[config.mk]
export PLATFORM = sky130hd
export DESIGN_NAME = seg_scroll_mux
export DESIGN_NICKNAME = d
export VERILOG_FILES = /design/src/rtl/seg_scroll_mux.sv
export SDC_FILE = /design/constraint.sdc
export NUM_CORES = 1
export LEC_CHECK = 0
export ABC_AREA = 1
export BUFFER_PORTS_ARGS = -buffer_cell sky130_fd_sc_hd__buf_4
export CORE_MARGIN = 2
export CORE_UTILIZATION = 38
export CTS_BUF_LIST = sky130_fd_sc_hd__clkbuf_4
export CTS_CLUSTER_DIAMETER = 150
export CTS_CLUSTER_SIZE = 8
export DETAILED_ROUTE_END_ITERATION = 8
export MAX_ROUTING_LAYER = met4
export PLACE_DENSITY = 0.62
export REMOVE_ABC_BUFFERS = 1
export SLEW_MARGIN = 20
export SYNTH_ARGS = -nofsm -noshare
export SYNTH_HDL_FRONTEND = slang
export SYNTH_SLANG_ARGS = --single-unit
export TNS_END_PERCENT = 50
[constraint.sdc]
create_clock -name clk -period 2.15 [get_ports clk]
set_clock_uncertainty 0.05 [all_clocks]
set_input_delay 0.5375 -clock clk [delete_from_list [all_inputs] [get_ports clk]]
set_output_delay 0.5375 -clock clk [all_outputs]
set_load 0.05 [all_outputs]
[src/rtl/seg_scroll_mux.sv]
// rtl/seg_scroll_mux.sv - scrolling multiplexed 7-segment display driver.
// Optional anti-ghosting blank cycle per digit slot: define SEG_SCROLL_BLANK_EN.
module seg_scroll_mux #(
  parameter int DIGITS      = 4,
  parameter int REFRESH_DIV = 4,
  parameter int SCROLL_DIV  = 16
) (
  input  logic              clk,
  input  logic              rst_n,
  input  logic [7:0]        pat_in,
  input  logic              pat_valid,
  output logic              pat_ready,
  input  logic              freeze,
  output logic [7:0]        seg_out,
  output logic [DIGITS-1:0] dig_en
);

  localparam int IW = $clog2(DIGITS);
  localparam int RW = $clog2(REFRESH_DIV);
  localparam int SW = $clog2(SCROLL_DIV);

  localparam logic [IW-1:0] IDX_LAST = IW'(DIGITS - 1);
  localparam logic [RW-1:0] REF_LAST = RW'(REFRESH_DIV - 1);
  localparam logic [SW-1:0] SCR_LAST = SW'(SCROLL_DIV - 1);

  typedef enum logic {
    S_COUNT = 1'b0,
    S_DUE   = 1'b1
  } scroll_state_t;

  scroll_state_t state, state_next;

  logic [SW-1:0] scroll_cnt;
  logic          scroll_due;
  logic          cnt_en;
  logic          xfer;

  logic [7:0]    window [DIGITS];

  logic [RW-1:0] ref_cnt;
  logic [IW-1:0] dig_idx;
  logic          blank;
  logic [7:0]    seg_next;
  logic [DIGITS-1:0] en_next;

  // Scroll pacing FSM: COUNT waits out SCROLL_DIV unfrozen clocks, DUE offers a slot.
  always_ff @(posedge clk or negedge rst_n) begin
    if (!rst_n) begin
      state <= S_COUNT;
    end else begin
      state <= state_next;
    end
  end

  always_comb begin
    state_next = state;
    case (state)
      S_COUNT: begin
        if (!freeze && (scroll_cnt == SCR_LAST)) begin
          state_next = S_DUE;
        end
      end
      S_DUE: begin
        if (xfer) begin
          state_next = S_COUNT;
        end
      end
      default: state_next = S_COUNT;
    endcase
  end

  // pat_ready depends only on the state register and freeze, never on pat_valid.
  always_comb begin
    scroll_due = (state == S_DUE);
    pat_ready  = scroll_due && !freeze;
    cnt_en     = !scroll_due && !freeze;
  end

  assign xfer = pat_valid && pat_ready;

  always_ff @(posedge clk or negedge rst_n) begin
    if (!rst_n) begin
      scroll_cnt <= '0;
    end else if (xfer) begin
      scroll_cnt <= '0;
    end else if (cnt_en) begin
      if (scroll_cnt == SCR_LAST) begin
        scroll_cnt <= '0;
      end else begin
        scroll_cnt <= scroll_cnt + 1'b1;
      end
    end
  end

  // Window shifts left by one digit per accepted pattern; the oldest falls off.
  always_ff @(posedge clk or negedge rst_n) begin
    if (!rst_n) begin
      for (int k = 0; k < DIGITS; k++) begin
        window[k] <= '0;
      end
    end else if (xfer) begin
      for (int k = DIGITS - 1; k > 0; k--) begin
        window[k] <= window[k-1];
      end
      window[0] <= pat_in;
    end
  end

  // Scan timing runs regardless of freeze so the display never stalls.
  always_ff @(posedge clk or negedge rst_n) begin
    if (!rst_n) begin
      ref_cnt <= '0;
      dig_idx <= '0;
    end else if (ref_cnt == REF_LAST) begin
      ref_cnt <= '0;
      if (dig_idx == IDX_LAST) begin
        dig_idx <= '0;
      end else begin
        dig_idx <= dig_idx + 1'b1;
      end
    end else begin
      ref_cnt <= ref_cnt + 1'b1;
    end
  end

`ifdef SEG_SCROLL_BLANK_EN
  assign blank = (ref_cnt == '0);
`else
  assign blank = 1'b0;
`endif

  always_comb begin
    seg_next = '0;
    en_next  = '0;
    if (!blank) begin
      seg_next = window[dig_idx];
      en_next  = DIGITS'(1) << dig_idx;
    end
  end

  always_ff @(posedge clk or negedge rst_n) begin
    if (!rst_n) begin
      seg_out <= '0;
      dig_en  <= '0;
    end else begin
      seg_out <= seg_next;
      dig_en  <= en_next;
    end
  end

endmodule
==> metrics.yaml <==
status: "complete, no violations"
critPathLaunchType: "flop"
place.port_buffers: 24
r2r-start: "dig_idx[1]$_DFFE_PN0N_"
ys_types: 20
r2r_setup_slack_ns: 0.95
drive_above_1_share: 0.191
hpwl_um: 2270
switching_share: 0.383
setup_tns_ns: 0
ant_nets: 0
cts_sinks: 53
r2r_end: "dig_idx[1]$_DFFE_PN0N_"
p_sw_mw: 1.17
grt_pass1_vias: 1362
crit_chain: "inv_2 > nor2_4 > buf_4"
syn_area_um2: 2210
final_cell_mix: "dfrtp_1 (53), o21ai_0 (43), nand2_1 (40)"
fp.dieH_um: 80.3
final_common_cell: "dfrtp_1"
nets: 274
yosys_warnings: 0
wl_per_cell_um: 10.7
hp-class: "input pin to asynchronous set/reset pin"
drt-pass1-iter-count: 4
area_growth_pct: 14.2
worst_pin_slew_ns: 0.647
cellPowerDensity_nw_per_um2: 1210
std_cell_rows: 27
wl_um: 3520
r2r_cells: 4
clock-root-buffer: "clkbuf_4"
die_area_um2: 6450
place.gp.congestion: 0.751
max_stage_delay_ns: 0.40
whs_ns: 0.135
grt_max_degree: 70
min_period_over_period: 0.787
coreArea_um2: 5570
via_count: 1473
cts_buffer_depth: 2
setup_viol: 0
ctsHoldBuffers: 0
worstSkewPairLatency_ns: 0.36
antenna_found_initial: 0
regArea_um2: 1330
synth-seq-area-share: 0.599
synth.ff_latch_count: 53
fin_cells: 329
leakage_nw: 1.23
cts_buffers: 5
routed_via_density: 4.48
rsz0062_at_grt: "false"
synth_area_per_cell_um2: 9.59
finalMaxSlewViolations: 0
critPathRequiredTime_ns: 1.56
diodes: 0
dpl.cell_count: 321
internal_power_mw: 1.89
cts_tree: "yes"
seqPwrFrac: 0.515
finalHoldViolations: 0
syn_inst: 231
n_fill_cell: 550
critical-path-top-delay-family: "flip-flops"
relSlewSlack: 0.569
gr-total-overflow: 0
grt_pass1_wl_um: 6160
cts_resized: 0
crit_arrival_ns: 1.10
comb_power_share: 0.344
worst_path_max_delay_cell: "dfrtp_1"
peakVddDrop_v: 0.000608
ioPinCount: 25
path_buf_inv: 2
drtIter0Drc: 64
grt_usage: 0.131
multi_input_area_um2: 709
die_w_um: 80.3
htreeDepth: 2
critical_path.max_fanout: 3
worstSetupEndpointType: "primary output"
period_needed_ns: 1.69
path_class: "flop to primary output"
max_freq_mhz: 591
maxCapViolCount: 0
clkPwrFrac: 0.140
clkTransAtPathRegs_ns: 0.14
start_util: 0.397
route.detailed.drc: 0
cts_setup_buffers: 0
flip-flops by register name (all words and copies together), names as in the netlist:
signal      cells
dig_idx         2
window         32
seg_out         8
scroll_due      1
ref_cnt         2
scroll_cnt      4
dig_en          4
stage by stage:
stage / setup slack [ns] / utilization / power [mW] / area (um2)
finish: 0.458 / 0.454 / 3.07 / 2530
global route: 0.333 / 0.454 / 3.35 / 2530
detailed placement: 0.584 / 0.443 / 2.68 / 2470
floorplan: 0.229 / - / 2.36 / 2150
global placement: 0.582 / 0.443 / 2.64 / 2470
CTS: 0.418 / 0.454 / 3.12 / 2530
logic make-up after synthesis:
logic type / count (synthesis) / share of synthesized area
AO/OA/AOI/OAI: 69 / 0.169
XOR/XNOR: 1 / 0.00396
adder cells (fa/ha/maj): 6 / 0.0339
buffers and inverters: 41 / 0.0808
flip-flops: 53 / 0.599
AND/OR/NAND/NOR: 61 / 0.113
cells in the mapped netlist:
master,instances,area share
buf_4,1,0.0034
o21ai_0,43,0.097
nor2_1,11,0.019
a21oi_2,8,0.032
inv_1,27,0.046
nand4_1,1,0.0028
dfrtp_1,53,0.60
nand2_2,1,0.0028
nor2_4,1,0.0051
buf_6,2,0.010
clkbuf_1,3,0.0051
inv_2,2,0.0034
nand2_1,40,0.068
clkinv_1,1,0.0017
o21ai_1,2,0.0045
ha_1,6,0.034
nand3_1,7,0.016
buf_2,5,0.011
a21oi_1,16,0.036
xnor2_1,1,0.0040
layout make-up:
type                            instances  area share
Clock buffer                            6      0.0178
Clock inverter                          2     0.00594
Inverter                               30      0.0445
Multi-Input combinational cell        137       0.281
Sequential cell                        53       0.524
Tap cell                               72      0.0356
Timing Repair Buffer                   29      0.0910
worst max path at each step:
stage / startpoint / depth (start not counted) / to / slack, ns
after floorplan: freeze / 4 / window[24]$_DFFE_PN0P_ / 0.23
after global placement: freeze / 3 / pat_ready / 0.58
after detailed placement: freeze / 3 / pat_ready / 0.58
after CTS: scroll_due$_DFF_PN0_ / 3 / pat_ready / 0.42
after global routing: scroll_due$_DFF_PN0_ / 3 / pat_ready / 0.33
final: scroll_due$_DFF_PN0_ / 3 / pat_ready / 0.46
power by group through the flow:
stage                     Combinational, mW  Clock [mW]  Sequential, mW
after floorplan                       0.517           0            1.84
after global placement                 1.04           0            1.60
after detailed placement               1.07           0            1.60
after CTS                              1.07       0.462            1.58
after global routing                   1.19       0.519            1.64
final                                  1.06       0.431            1.58
per-layer routing:
layer  global-route usage  share of wire  up-vias
li1                     -              -      788
met1                0.162           0.51      661
met2                0.197           0.44       22
met3               0.0472          0.041        2
met4               0.0508         0.0082        0
met5                    -              0        -
No activity file was read; power rests on OpenSTA's default activity.
